[src/rtl/modexp_sched_pkg.sv]
// Shared types and widths for the modular-exponentiation engine scheduler.
package modexp_sched_pkg;

    localparam int unsigned OPW             = 32;
    localparam int unsigned RESW            = 64;
    localparam int unsigned TIMEOUT_DEFAULT = 4096;

    typedef enum logic [1:0] {
        StIdle,
        StIssue,
        StWait,
        StResp
    } sched_state_e;

endpackage

[src/rtl/rr_pick.sv]
// Round-robin pick: first asserted request at or above ptr, wrapping to 0.
module rr_pick #(
    parameter int unsigned N_REQ = 3,
    parameter int unsigned PW    = $clog2(N_REQ)
) (
    input  logic [N_REQ-1:0] req,
    input  logic [PW-1:0]    ptr,
    output logic             found,
    output logic [PW-1:0]    winner
);

    logic [PW-1:0] idx;

    always_comb begin
        found  = 1'b0;
        winner = '0;
        idx    = '0;
        // Walk offsets from farthest to nearest so the nearest hit is assigned last.
        for (int i = int'(N_REQ) - 1; i >= 0; i--) begin
            idx = PW'((32'(ptr) + 32'(i)) % N_REQ);
            if (req[idx]) begin
                found  = 1'b1;
                winner = idx;
            end
        end
    end

endmodule

[src/rtl/modexp_scheduler.sv]
// Time-shares one modexp engine between N_REQ requesters with round-robin
// arbitration, a done-wait timeout and a one-cycle response pulse.
module modexp_scheduler
    import modexp_sched_pkg::*;
#(
    parameter int unsigned N_REQ   = 3,
    parameter int unsigned TIMEOUT = TIMEOUT_DEFAULT,
    parameter int unsigned TW      = 13
) (
    input  logic                   CLK,
    input  logic                   RST,
    input  logic [N_REQ-1:0]       req,
    input  logic [N_REQ*OPW-1:0]   base_flat,
    input  logic [N_REQ*OPW-1:0]   exp_flat,
    output logic [N_REQ-1:0]       gnt,
    output logic [N_REQ-1:0]       rsp_valid,
    output logic [RESW-1:0]        rsp_data,
    output logic                   rsp_err,
    output logic                   busy,
    output logic                   eng_start,
    output logic [OPW-1:0]         eng_base,
    output logic [OPW-1:0]         eng_exp,
    input  logic [RESW-1:0]        eng_result,
    input  logic                   eng_done
);

    localparam int unsigned PW = $clog2(N_REQ);

    sched_state_e state_q, state_d;

    logic [PW-1:0]    ptr_q, ptr_d;
    logic [TW-1:0]    cnt_q, cnt_d;
    logic [N_REQ-1:0] gnt_q, gnt_d;
    logic [N_REQ-1:0] rsp_valid_q, rsp_valid_d;
    logic [RESW-1:0]  rsp_data_q, rsp_data_d;
    logic             rsp_err_q, rsp_err_d;
    logic             busy_q, busy_d;
    logic             eng_start_q, eng_start_d;
    logic [OPW-1:0]   eng_base_q, eng_base_d;
    logic [OPW-1:0]   eng_exp_q, eng_exp_d;

    logic             found;
    logic [PW-1:0]    winner;
    logic [N_REQ-1:0] pick_onehot;
    logic [OPW-1:0]   pick_base;
    logic [OPW-1:0]   pick_exp;
    logic             done_ok;
    logic             timed_out;

    rr_pick #(
        .N_REQ (N_REQ),
        .PW    (PW)
    ) u_rr_pick (
        .req    (req),
        .ptr    (ptr_q),
        .found  (found),
        .winner (winner)
    );

    // A done level left over from the previous operation is ignored on the first WAIT cycle.
    assign done_ok   = eng_done && (cnt_q != '0);
    assign timed_out = (cnt_q == TW'(TIMEOUT - 1));

    always_comb begin
        pick_onehot = '0;
        pick_base   = '0;
        pick_exp    = '0;
        for (int i = 0; i < int'(N_REQ); i++) begin
            if (PW'(i) == winner) begin
                pick_onehot[i] = 1'b1;
                pick_base      = base_flat[i*OPW +: OPW];
                pick_exp       = exp_flat[i*OPW +: OPW];
            end
        end
    end

    always_ff @(posedge CLK) begin
        if (RST) begin
            state_q <= StIdle;
        end else begin
            state_q <= state_d;
        end
    end

    always_comb begin
        state_d = state_q;
        unique case (state_q)
            StIdle:  if (found) state_d = StIssue;
            StIssue: state_d = StWait;
            StWait:  if (done_ok || timed_out) state_d = StResp;
            StResp:  state_d = StIdle;
            default: state_d = StIdle;
        endcase
    end

    always_comb begin
        ptr_d       = ptr_q;
        cnt_d       = cnt_q;
        gnt_d       = gnt_q;
        rsp_valid_d = '0;
        rsp_data_d  = rsp_data_q;
        rsp_err_d   = rsp_err_q;
        eng_start_d = 1'b0;
        eng_base_d  = eng_base_q;
        eng_exp_d   = eng_exp_q;
        busy_d      = (state_d != StIdle);
        unique case (state_q)
            StIdle: begin
                if (found) begin
                    gnt_d       = pick_onehot;
                    eng_start_d = 1'b1;
                    eng_base_d  = pick_base;
                    eng_exp_d   = pick_exp;
                    ptr_d       = (winner == PW'(N_REQ - 1)) ? '0 : winner + PW'(1);
                end
            end
            StIssue: begin
                cnt_d = '0;
            end
            StWait: begin
                cnt_d = cnt_q + TW'(1);
                if (done_ok) begin
                    rsp_valid_d = gnt_q;
                    rsp_data_d  = eng_result;
                    rsp_err_d   = 1'b0;
                end else if (timed_out) begin
                    rsp_valid_d = gnt_q;
                    rsp_data_d  = '0;
                    rsp_err_d   = 1'b1;
                end
            end
            StResp: begin
                gnt_d = '0;
            end
            default: begin
                gnt_d = '0;
            end
        endcase
    end

    always_ff @(posedge CLK) begin
        if (RST) begin
            ptr_q       <= '0;
            cnt_q       <= '0;
            gnt_q       <= '0;
            rsp_valid_q <= '0;
            rsp_data_q  <= '0;
            rsp_err_q   <= 1'b0;
            busy_q      <= 1'b0;
            eng_start_q <= 1'b0;
            eng_base_q  <= '0;
            eng_exp_q   <= '0;
        end else begin
            ptr_q       <= ptr_d;
            cnt_q       <= cnt_d;
            gnt_q       <= gnt_d;
            rsp_valid_q <= rsp_valid_d;
            rsp_data_q  <= rsp_data_d;
            rsp_err_q   <= rsp_err_d;
            busy_q      <= busy_d;
            eng_start_q <= eng_start_d;
            eng_base_q  <= eng_base_d;
            eng_exp_q   <= eng_exp_d;
        end
    end

    assign gnt       = gnt_q;
    assign rsp_valid = rsp_valid_q;
    assign rsp_data  = rsp_data_q;
    assign rsp_err   = rsp_err_q;
    assign busy      = busy_q;
    assign eng_start = eng_start_q;
    assign eng_base  = eng_base_q;
    assign eng_exp   = eng_exp_q;

endmodule

[config.mk]
export PLATFORM = sky130hd
export DESIGN_NAME = modexp_scheduler
export DESIGN_NICKNAME = d
export VERILOG_FILES = /design/src/rtl/modexp_sched_pkg.sv /design/src/rtl/rr_pick.sv /design/src/rtl/modexp_scheduler.sv
export SDC_FILE = /design/constraint.sdc
export NUM_CORES = 1
export LEC_CHECK = 0
export BUFFER_PORTS_ARGS = -buffer_cell sky130_fd_sc_hd__buf_2
export CAP_MARGIN = 30
export CORE_AREA = 3 3 156 158
export DETAILED_ROUTE_END_ITERATION = 16
export DIE_AREA = 0 0 159 161
export GPL_TIMING_DRIVEN = 0
export HOLD_SLACK_MARGIN = 0.06
export PLACE_DENSITY = 0.77
export SLEW_MARGIN = 20
export SYNTH_ARGS = -nofsm -noshare
export SYNTH_HDL_FRONTEND = slang
export SYNTH_HIERARCHICAL = 1
export SYNTH_SLANG_ARGS = --single-unit
export TNS_END_PERCENT = 100
[constraint.sdc]
create_clock -name CLK -period 2.4 [get_ports CLK]
set_input_delay 0.12 -clock CLK [delete_from_list [all_inputs] [get_ports CLK]]
set_output_delay 0.12 -clock CLK [all_outputs]
set_load 0.02 [all_outputs]
==> qor.yml, run 1 <==
die-area_um2: 25600
hold_viol_final: 0
antenna_found_initial: 0
holdWs_ns: 0.130
swShare_pct: 43.1
fin_crit_ns: 2.39
cp-start-kind: "register"
ys.flop_type: "dfxtp_1"
path_cells: "buf_4, ha_4, o221ai_4, o311ai_2, buf_4, buf_12, buf_12, mux2i_1, nor2_1, a211oi_2, nor3_1"
grt_max_degree: 17
ys_seq_area_share_pct: 38.2
placed_cell_area_um2: 10500
fillers: 1981
met3_usage_pct: 5.31
routed_wl_um: 34000
coreArea_um2: 23300
slew_viol_final: 0
slowest_delay_ns: 0.35
cts-buffers-inserted: 17
io_pins: 399
arrival_ns: 2.67
grt_pass1_vias: 9711
finalSetupTns_ns: 0
fp.dieH_um: 161
fin_nets: 1779
clkTransAtPathRegs_ns: 0.07
finalCritPeriodShare_pct: 99.7
critPathCaptureType: "register"
area.sequential_um2: 3090
cts.sinks: 154
syn_nets: 1224
async_flop_share_pct: 0
port_buffers: 397
relSlewSlack_pct: 50.5
final_antenna_net_count: 0
max_freq_mhz: 418
vdd_drop_max_uv: 790
cts_tree: "yes"
dp_cells: 1670
setup_violations: 0
finalWorstSetupSlack_ns: 0.00724
cpMaxStageDelayCell: "dfxtp_4"
syn_area_um2: 8070
n_antenna_cell: 0
drtIter0Drc: 951
power_density_nw_per_um2: 1170
intPower_mw: 8.63
final_common_cell: "buf_2"
final_area_um2: 13000
cp_max_fo: 8
drt-pass1-iter-count: 6
pwr-share-seq_pct: 25.2
clk_path_buf_depth: 2
place_ws_ns: -0.878
track_usage_pct: 24.6
cts_max_level: 4
die_w_um: 159
final_cell_mix: "buf_2, dfxtp_1, nor2_1"
viasPerCell: 5.30
initial_utilization_pct: 34.7
grt.met2_usage_pct: 43.5
ys_ff_latch: 154
clock_latency_ns: 0.41
required_ns: 2.68
p_leak_nw: 5.85
area_growth_pct: 60.7
outcome: "finished, final reports clean"
yosys_warnings: 6
dp_hpwl_um: 23100
drive_gt1_share_pct: 38.5
multi_input_area_um2: 4490
min_path_type: "input port to register"
grt-busiest-layer: "met2"
p_switching_mw: 6.54
critical_path_class: "register to register"
clkPwrFrac_pct: 19.0
cts_root_buffer: "clkbuf_16"
ys_types: 40
grt_pass1_wl_um: 51300
syn_inst: 954
rsz0062_at_grt: "true"
rows: 56
worst_slew_pin_slew_ns: 0.743
instances_no_fill: 1840
synth_edf_count: 0
grt-ovfl-total: 0
syn_area_per_cell_um2: 8.46
vias: 9756
combPwrFrac_pct: 55.9
wl_per_cell_um: 18.5
drv_cap: 0
drc: 0
skew_ns: 0.00957
use_met1_pct: 28.9
finalWeightedCongestion: 0.939
## worst paths after layout
kind,from,end,slack [ns],cells after the start
max,ptr_q[1]$_SDFFE_PP0P_,eng_base[18]$_SDFFE_PP0P_,0.007,11
min reg2reg,rsp_data[48]$_SDFFE_PP0P_,rsp_data[48]$_SDFFE_PP0P_,0.49,2
max reg2reg,ptr_q[1]$_SDFFE_PP0P_,eng_base[18]$_SDFFE_PP0P_,0.007,11
min,base_flat[48],eng_base[16]$_SDFFE_PP0P_,0.13,5
## power groups by stage
stage	combinational [mW]	clock (mW)	sequential, mW
after floorplan	3.95	0	4.71
final	8.47	2.88	3.82
after global placement	6.89	0	3.81
after detailed placement	7.00	0	3.84
after CTS	8.00	2.95	3.79
after global routing	9.09	3.06	3.90
## area by class of cell
cell class | instances | area share (%)
flip-flops and latches | 154 | 23.8
clock buffers | 18 | 3.31
repair buffers | 538 | 26.3
multi-input cells | 622 | 34.6
clock inverters | 13 | 1.48
inverters | 76 | 2.20
plain buffers | 100 | 5.18
well taps | 319 | 3.08
## stage by stage
stage / util (%) / power, mW
global placement: 45.0 / 10.7
global route: 55.8 / 16.0
floorplan: - / 8.66
detailed placement: 45.0 / 10.8
finish: 55.8 / 15.2
CTS: 55.0 / 14.7
## synthesized netlist by cell type (all sizes together) (3+ instances only)
| master | count | area share, % |
|---|---|---|
| o21ai | 6 | 0.37 |
| o41ai | 65 | 11 |
| clkbuf | 64 | 3.0 |
| nand3 | 6 | 0.37 |
| inv | 76 | 3.5 |
| mux2i | 65 | 8.1 |
| nor4 | 3 | 0.31 |
| nor2b | 5 | 0.39 |
| nand4 | 5 | 0.39 |
| xor2 | 9 | 0.98 |
| nand2 | 10 | 0.47 |
| and4 | 4 | 0.43 |
| a21oi | 9 | 0.56 |
| nor3b | 3 | 0.28 |
| nor2 | 148 | 6.9 |
| a31oi | 65 | 5.0 |
| a211oi | 64 | 6.0 |
| dfxtp | 154 | 38 |
| ha | 8 | 1.2 |
| nor3 | 130 | 8.1 |
| buf | 38 | 2.8 |
## worst max-delay path, delay by kind of cell (launching register included)
family | cells | cell delay [ns]
multiplexers | 1 | 0.18
buffers and inverters | 4 | 0.66
adder cells (fa/ha/maj) | 1 | 0.30
AND/OR/NAND/NOR | 2 | 0.15
flip-flops | 1 | 0.35
AO/OA/AOI/OAI | 3 | 0.61
## what timing repair did
action | 4_1_cts | 5_1_grt
endpoints found under the setup margin | 72 | 80
hold buffers | 128 | 0
cloned | 1 | 1
buffers inserted | 11 | 2
hold endpoints to repair | 128 | 0
gates resized for setup | 86 | 63
pin swaps | 51 | 15
## metal layers
metal / share of wire [%] / wire [µm]
met1: 39 / 13200
met2: 49 / 16800
met3: 7.5 / 2540
met5: 0 / 0
met4: 4.4 / 1490
## registers in the layout, summed over array words and instances, names as in the netlist
| name | cells |
|---|---|
| busy | 1 |
| eng_start | 1 |
| rsp_valid | 3 |
| eng_exp | 32 |
| cnt_q | 13 |
| rsp_err | 1 |
| ptr_q | 2 |
| eng_base | 32 |
| gnt | 3 |
| rsp_data | 64 |
| state_q | 2 |
## cells by family (layout without fill, tap and decap cells)
family / count (synthesis) / count (layout) / synth area share [%]
multiplexers: 65 / 65 / 8.06
adder cells (fa/ha/maj): 8 / 8 / 1.24
AO/OA/AOI/OAI: 219 / 219 / 23.8
flip-flops: 154 / 154 / 38.2
XOR/XNOR: 11 / 11 / 1.19
AND/OR/NAND/NOR: 319 / 319 / 18.1
buffers and inverters: 178 / 745 / 9.35
Power figures use the tool's default switching activity.
==> run 2, diff against run 1 <==
- PLACE_DENSITY: 0.77 -> 0.66
==> run 2 against run 1 <==
Non-clock buffer count rose by 1. Worst setup slack got worse by 0.0024 ns. Count of clock-buffer cells in the layout up 1. Die area stayed put. Final cell count grew 0.11%. Largest power group unchanged. Highest routed layer unchanged. Register-to-register slack about the same. Critical path depth unchanged. Sequential power hardly changed. Flip-flop and latch count is the same. Largest cell class unchanged. Wire length down 4.0%. Clock power fell by 6%.
==> qor.yml, run 2 (synthesis results as in run 1) <==
drc: 0
final_cell_mix: "buf_2, dfxtp_1, nor2_1"
slew_viol_final: 0
required_ns: 2.69
rsz0062_at_grt: "true"
use_met1_pct: 29.5
dp_cells: 1670
routed_wl_um: 32600
area_growth_pct: 61.1
drive_gt1_share_pct: 39.5
cpMaxStageDelayCell: "dfxtp_4"
final_common_cell: "buf_2"
final_antenna_net_count: 0
initial_utilization_pct: 34.7
rows: 56
viasPerCell: 5.20
reg2reg_from: "ptr_q[1]$_SDFFE_PP0P_"
instances_no_fill: 1842
antenna_found_initial: 0
largest_reg_flops: 64
n_antenna_cell: 0
drt-pass1-iter-count: 7
port_buffers: 397
grt_pass1_wl_um: 49800
cp_max_fo: 10
drv_cap: 0
fillers: 2082
cts.sinks: 154
met3_usage_pct: 5.46
cts_max_level: 4
dp_hpwl_um: 23400
power_density_nw_per_um2: 1160
power_mw: 15.0
hold_viol_final: 0
clk_path_buf_depth: 2
critPathCaptureType: "register"
grt_max_degree: 17
finalCritPeriodShare_pct: 99.8
cts_root_buffer: "clkbuf_16"
grt-ovfl-total: 0
wl_per_cell_um: 17.7
die-area_um2: 25600
cts_tree: "yes"
p_leak_nw: 5.85
coreArea_um2: 23300
place_ws_ns: -0.977
setup_violations: 0
post-route-util_pct: 55.9
worst_slew_pin_slew_ns: 0.731
arrival_ns: 2.68
critical_path_class: "register to register"
max_freq_mhz: 418
final_area_um2: 13000
grt_pass1_vias: 9366
drtIter0Drc: 669
area.sequential_um2: 3090
relSlewSlack_pct: 51.3
skew_ns: 0.0117
fp.dieH_um: 161
finalWorstSetupSlack_ns: 0.00481
grt.met2_usage_pct: 40.7
cp-start-kind: "register"
fin_crit_ns: 2.40
crit_start: "ptr_q[1]$_SDFFE_PP0P_"
min_path_type: "input port to register"
hp-start: "base_flat[57]"
holdWs_ns: 0.122
vias: 9584
finalWeightedCongestion: 0.894
vdd_drop_max_uv: 1080
outcome: "finished, final reports clean"
grt-busiest-layer: "met2"
multi_input_area_um2: 4590
die_w_um: 159
placed_cell_area_um2: 10500
cts-buffers-inserted: 17
io_pins: 399
track_usage_pct: 23.8
finalSetupTns_ns: 0
clkTransAtPathRegs_ns: 0.07
clock_latency_ns: 0.42
fin_nets: 1780
path_cells: "inv_2, ha_4, mux2i_1, o221ai_2, o311ai_1, buf_4, buf_4, mux2i_1, nor2_1, a211oi_2, nor3_1"
slowest_delay_ns: 0.35
run 2: cell count changes in the layout (fill, tap and decap cells not counted), moves of 3 or more:
| cell | delta |
|---|---|
| a211oi_1 | -15 |
| buf_8 | -4 |
| buf_4 | +6 |
| clkinv_4 | +5 |
| bufinv_16 | -3 |
| a211oi_2 | +14 |
run 2: metal layers:
layer	vias to the layer above	share of wire [%]
li1	4577	-
met1	4509	42
met2	427	49
met3	71	6.9
met4	0	3.1
met5	-	0
run 2: cell type report:
cell class | instances | area share [%]
Multi-Input combinational cell | 622 | 35.3
Timing Repair Buffer | 539 | 26.2
Sequential cell | 154 | 23.7
Buffer | 100 | 5.00
Clock buffer | 19 | 3.48
Tap cell | 319 | 3.07
Inverter | 76 | 2.19
Clock inverter | 13 | 1.04
run 2: final timing paths:
| path | endpoint | slack [ns] | cells after the start |
|---|---|---|---|
| max reg2reg | eng_exp[11]$_SDFFE_PP0P_ | 0.005 | 11 |
| min reg2reg | rsp_data[30]$_SDFFE_PP0P_ | 0.49 | 2 |
| min | eng_base[25]$_SDFFE_PP0P_ | 0.12 | 5 |
| max | eng_exp[11]$_SDFFE_PP0P_ | 0.005 | 11 |
run 2: where the power goes:
group	internal, mW	total [mW]	switching, mW
logic	3.54	8.52	4.98
registers	3.37	3.82	0.445
clock network	1.51	2.70	1.19
total	8.43	15.0	6.61
run 2: timing repair:
item	4_1_cts	5_1_grt
hold buffers	128	0
cloned	2	0
hold endpoints to repair	128	0
setup endpoints to repair	72	72
gates resized for setup	96	59
buffers inserted	8	5
pin swaps	38	20
run 2: worst max-delay path, delay by kind of cell (launching register included):
family	cells	cell delay, ns
compound gates	3	0.66
buf+inv	3	0.50
mux	2	0.47
flops	1	0.35
fa+ha+maj	1	0.14
simple gates	2	0.14
==> run 3, diff against run 2 <==
- CELL_PAD_IN_SITES_DETAIL_PLACEMENT: unset -> 1
- CELL_PAD_IN_SITES_GLOBAL_PLACEMENT: unset -> 2
- CORE_AREA: 3 3 156 158 -> unset
- CORE_ASPECT_RATIO: unset -> 0.75
- CORE_MARGIN: unset -> 3
- CORE_UTILIZATION: unset -> 23
- DIE_AREA: 0 0 159 161 -> unset
- PLACE_DENSITY: 0.66 -> unset
- PLACE_DENSITY_LB_ADDON: unset -> 0.1
- SETUP_SLACK_MARGIN: unset -> 0.2
==> run 3 against run 2 <==
Power is 13% higher. The flow now finishes with violations (negative setup slack). Register-to-register slack worse by 0.03 ns. First-iteration DRC count is 44% lower. Core utilization is 15 points lower. Combinational power is 21% higher. Hold slack worse by 0.012 ns. Critical path type unchanged. Critical endpoint is now eng_exp[24]$_SDFFE_PP0P_. Count of clock-buffer cells in the layout is 5 higher. Via count is 2.1% lower. Global-route usage is 4.3 points lower. Largest cell class unchanged. Highest routed layer unchanged. Non-clock buffer count is 16 higher. Clock skew is 0.00095 ns lower.
==> qor.yml, run 3 (synthesis results as in run 1) <==
clkPwrFrac_pct: 17.3
critPathCaptureType: "register"
grt-ovfl-total: 0
min_path_type: "input port to register"
final_cell_mix: "buf_2, dfxtp_1, nor2_1"
wl_per_cell_um: 19.2
relSlewSlack_pct: 48.8
multi_input_area_um2: 4960
cp-start-kind: "register"
cp_max_fo: 5
setup_violations: 11
hold_path_depth: 5
grt_max_degree: 17
rr_worst_depth: 14
reg2reg_from: "ptr_q[1]$_SDFFE_PP0P_"
fillers: 4006
arrival_ns: 2.73
finalSetupTns_ns: -0.130
cts_root_buffer: "clkbuf_16"
area.sequential_um2: 3090
track_usage_pct: 19.6
intPower_mw: 9.80
grt_pass1_vias: 9750
required_ns: 2.70
finalCritPeriodShare_pct: 101
antenna_found_initial: 4
io_pins: 399
skew_ns: 0.0107
clk_path_buf_depth: 2
final_common_cell: "buf_2"
dp_cells: 1801
area_growth_pct: 73.7
hold_viol_final: 0
grt_pass1_wl_um: 57500
critical_path_class: "register to register"
viasPerCell: 4.71
drc: 0
cts_max_level: 4
final_area_um2: 14000
dp_hpwl_um: 27900
vias: 9387
clock_latency_ns: 0.44
drt-pass1-iter-count: 5
rows: 58
initial_utilization_pct: 23.7
die-area_um2: 37400
swShare_pct: 42.3
vdd_drop_max_uv: 460
p_leak_nw: 6.13
pwr-share-seq_pct: 22.3
p_switching_mw: 7.17
port_buffers: 397
hp-start: "exp_flat[5]"
fin_crit_ns: 2.43
r2r_setup_slack_ns: -0.03
power_density_nw_per_um2: 1210
clkTransAtPathRegs_ns: 0.06
outcome: "finished, violations left"
combPwrFrac_pct: 60.4
final_antenna_net_count: 0
instances_no_fill: 1992
fp.dieH_um: 168
cts_tree: "yes"
slew_viol_final: 0
finalWorstSetupSlack_ns: -0.0274
violations: "negative setup slack"
fin_nets: 1796
die_w_um: 222
placed_cell_area_um2: 10700
routed_wl_um: 38300
hold_end: "eng_exp[5]$_SDFFE_PP0P_"
cts-buffers-inserted: 17
largest_reg_flops: 64
worst_slew_pin_slew_ns: 0.769
drtIter0Drc: 377
max_freq_mhz: 412
coreArea_um2: 34000
rsz0062_at_grt: "true"
drive_gt1_share_pct: 44.1
drv_cap: 0
timing.rr.end: "eng_exp[24]$_SDFFE_PP0P_"
finalWeightedCongestion: 0.750
cts.sinks: 154
run 3: cell count changes in the layout (fill, tap and decap cells not counted), moves of 7 or more:
cell / before / now
nor2_1: 147 / 135
a211oi_2: 36 / 57
clkbuf_16: 17 / 25
buf_12: 7 / 14
mux2i_1: 54 / 40
nor2_2: 1 / 13
a211oi_1: 26 / 3
mux2i_4: 5 / 14
run 3: critical path, cell delays in order (launching register included):
cell and delay, ns:
dfxtp_4 0.36, inv_2 0.04, ha_4 0.14, buf_6 0.11
mux2i_2 0.17, o221ai_2 0.12, o311ai_1 0.24, buf_4 0.21
buf_12 0.14, buf_8 0.11, buf_12 0.12, mux2i_1 0.19
nor2_1 0.07, a211oi_2 0.20, nor3_1 0.06
run 3: timing repair:
item | in CTS | in global routing
setup buffers | 15 | 4
hold buffers | 128 | 0
gates cloned | 5 | 4
endpoints found under the hold margin | 128 | 0
pin swaps | 43 | 16
gates resized for setup | 157 | 90
endpoints found under the setup margin | 82 | 140
run 3: stage by stage:
| step | utilization [%] | total power [mW] | hold WS, ns | worst slack, ns |
|---|---|---|---|---|
| floorplan | - | 8.79 | 0.253 | 0.122 |
| global placement | 31.4 | 11.2 | 0.341 | -0.507 |
| detailed placement | 31.4 | 11.3 | 0.347 | -0.576 |
| CTS | 40.0 | 16.5 | 0.0765 | -0.0678 |
| global route | 41.2 | 18.1 | 0.130 | -0.200 |
| finish | 41.2 | 17.0 | 0.110 | -0.0274 |
run 3: per-layer routing:
layer / vias to the layer above / wire [µm] / global-route usage [%]
met4: 0 / 641 / 5.31
met2: 212 / 18100 / 31.8
met5: - / 0 / 0
li1: 4621 / - / -
met1: 4519 / 17800 / 26.3
met3: 35 / 1710 / 4.29
run 3: final cells by class:
class,count,share of cell area [%]
diodes,4,0.0714
plain buffers,102,5.68
inverters,76,2.03
multi-input cells,622,35.4
clock inverters,7,0.991
repair buffers,553,26.4
flip-flops and latches,154,22.0
well taps,450,4.02
clock buffers,24,3.44
run 3: power by group through the flow:
stage	registers [mW]	logic, mW	clock network, mW
global route	3.88	11.1	3.15
finish	3.78	10.3	2.93
global placement	3.80	7.40	0
CTS	3.79	9.63	3.04
floorplan	4.72	4.07	0
detailed placement	3.83	7.48	0
run 3: worst max-delay path by stage:
stage / from / end / slack, ns / cells after the start
after detailed placement: ptr_q[0]$_SDFFE_PP0P_ / eng_base[13]$_SDFFE_PP0P_ / -0.58 / 10
final: ptr_q[1]$_SDFFE_PP0P_ / eng_exp[24]$_SDFFE_PP0P_ / -0.03 / 14
after floorplan: ptr_q[1]$_SDFFE_PP0P_ / eng_base[13]$_SDFFE_PP0P_ / 0.12 / 13
after global routing: ptr_q[1]$_SDFFE_PP0P_ / eng_exp[24]$_SDFFE_PP0P_ / -0.20 / 14
after CTS: ptr_q[1]$_SDFFE_PP0P_ / eng_exp[8]$_SDFFE_PP0P_ / -0.07 / 13
after global placement: ptr_q[0]$_SDFFE_PP0P_ / eng_base[13]$_SDFFE_PP0P_ / -0.51 / 10
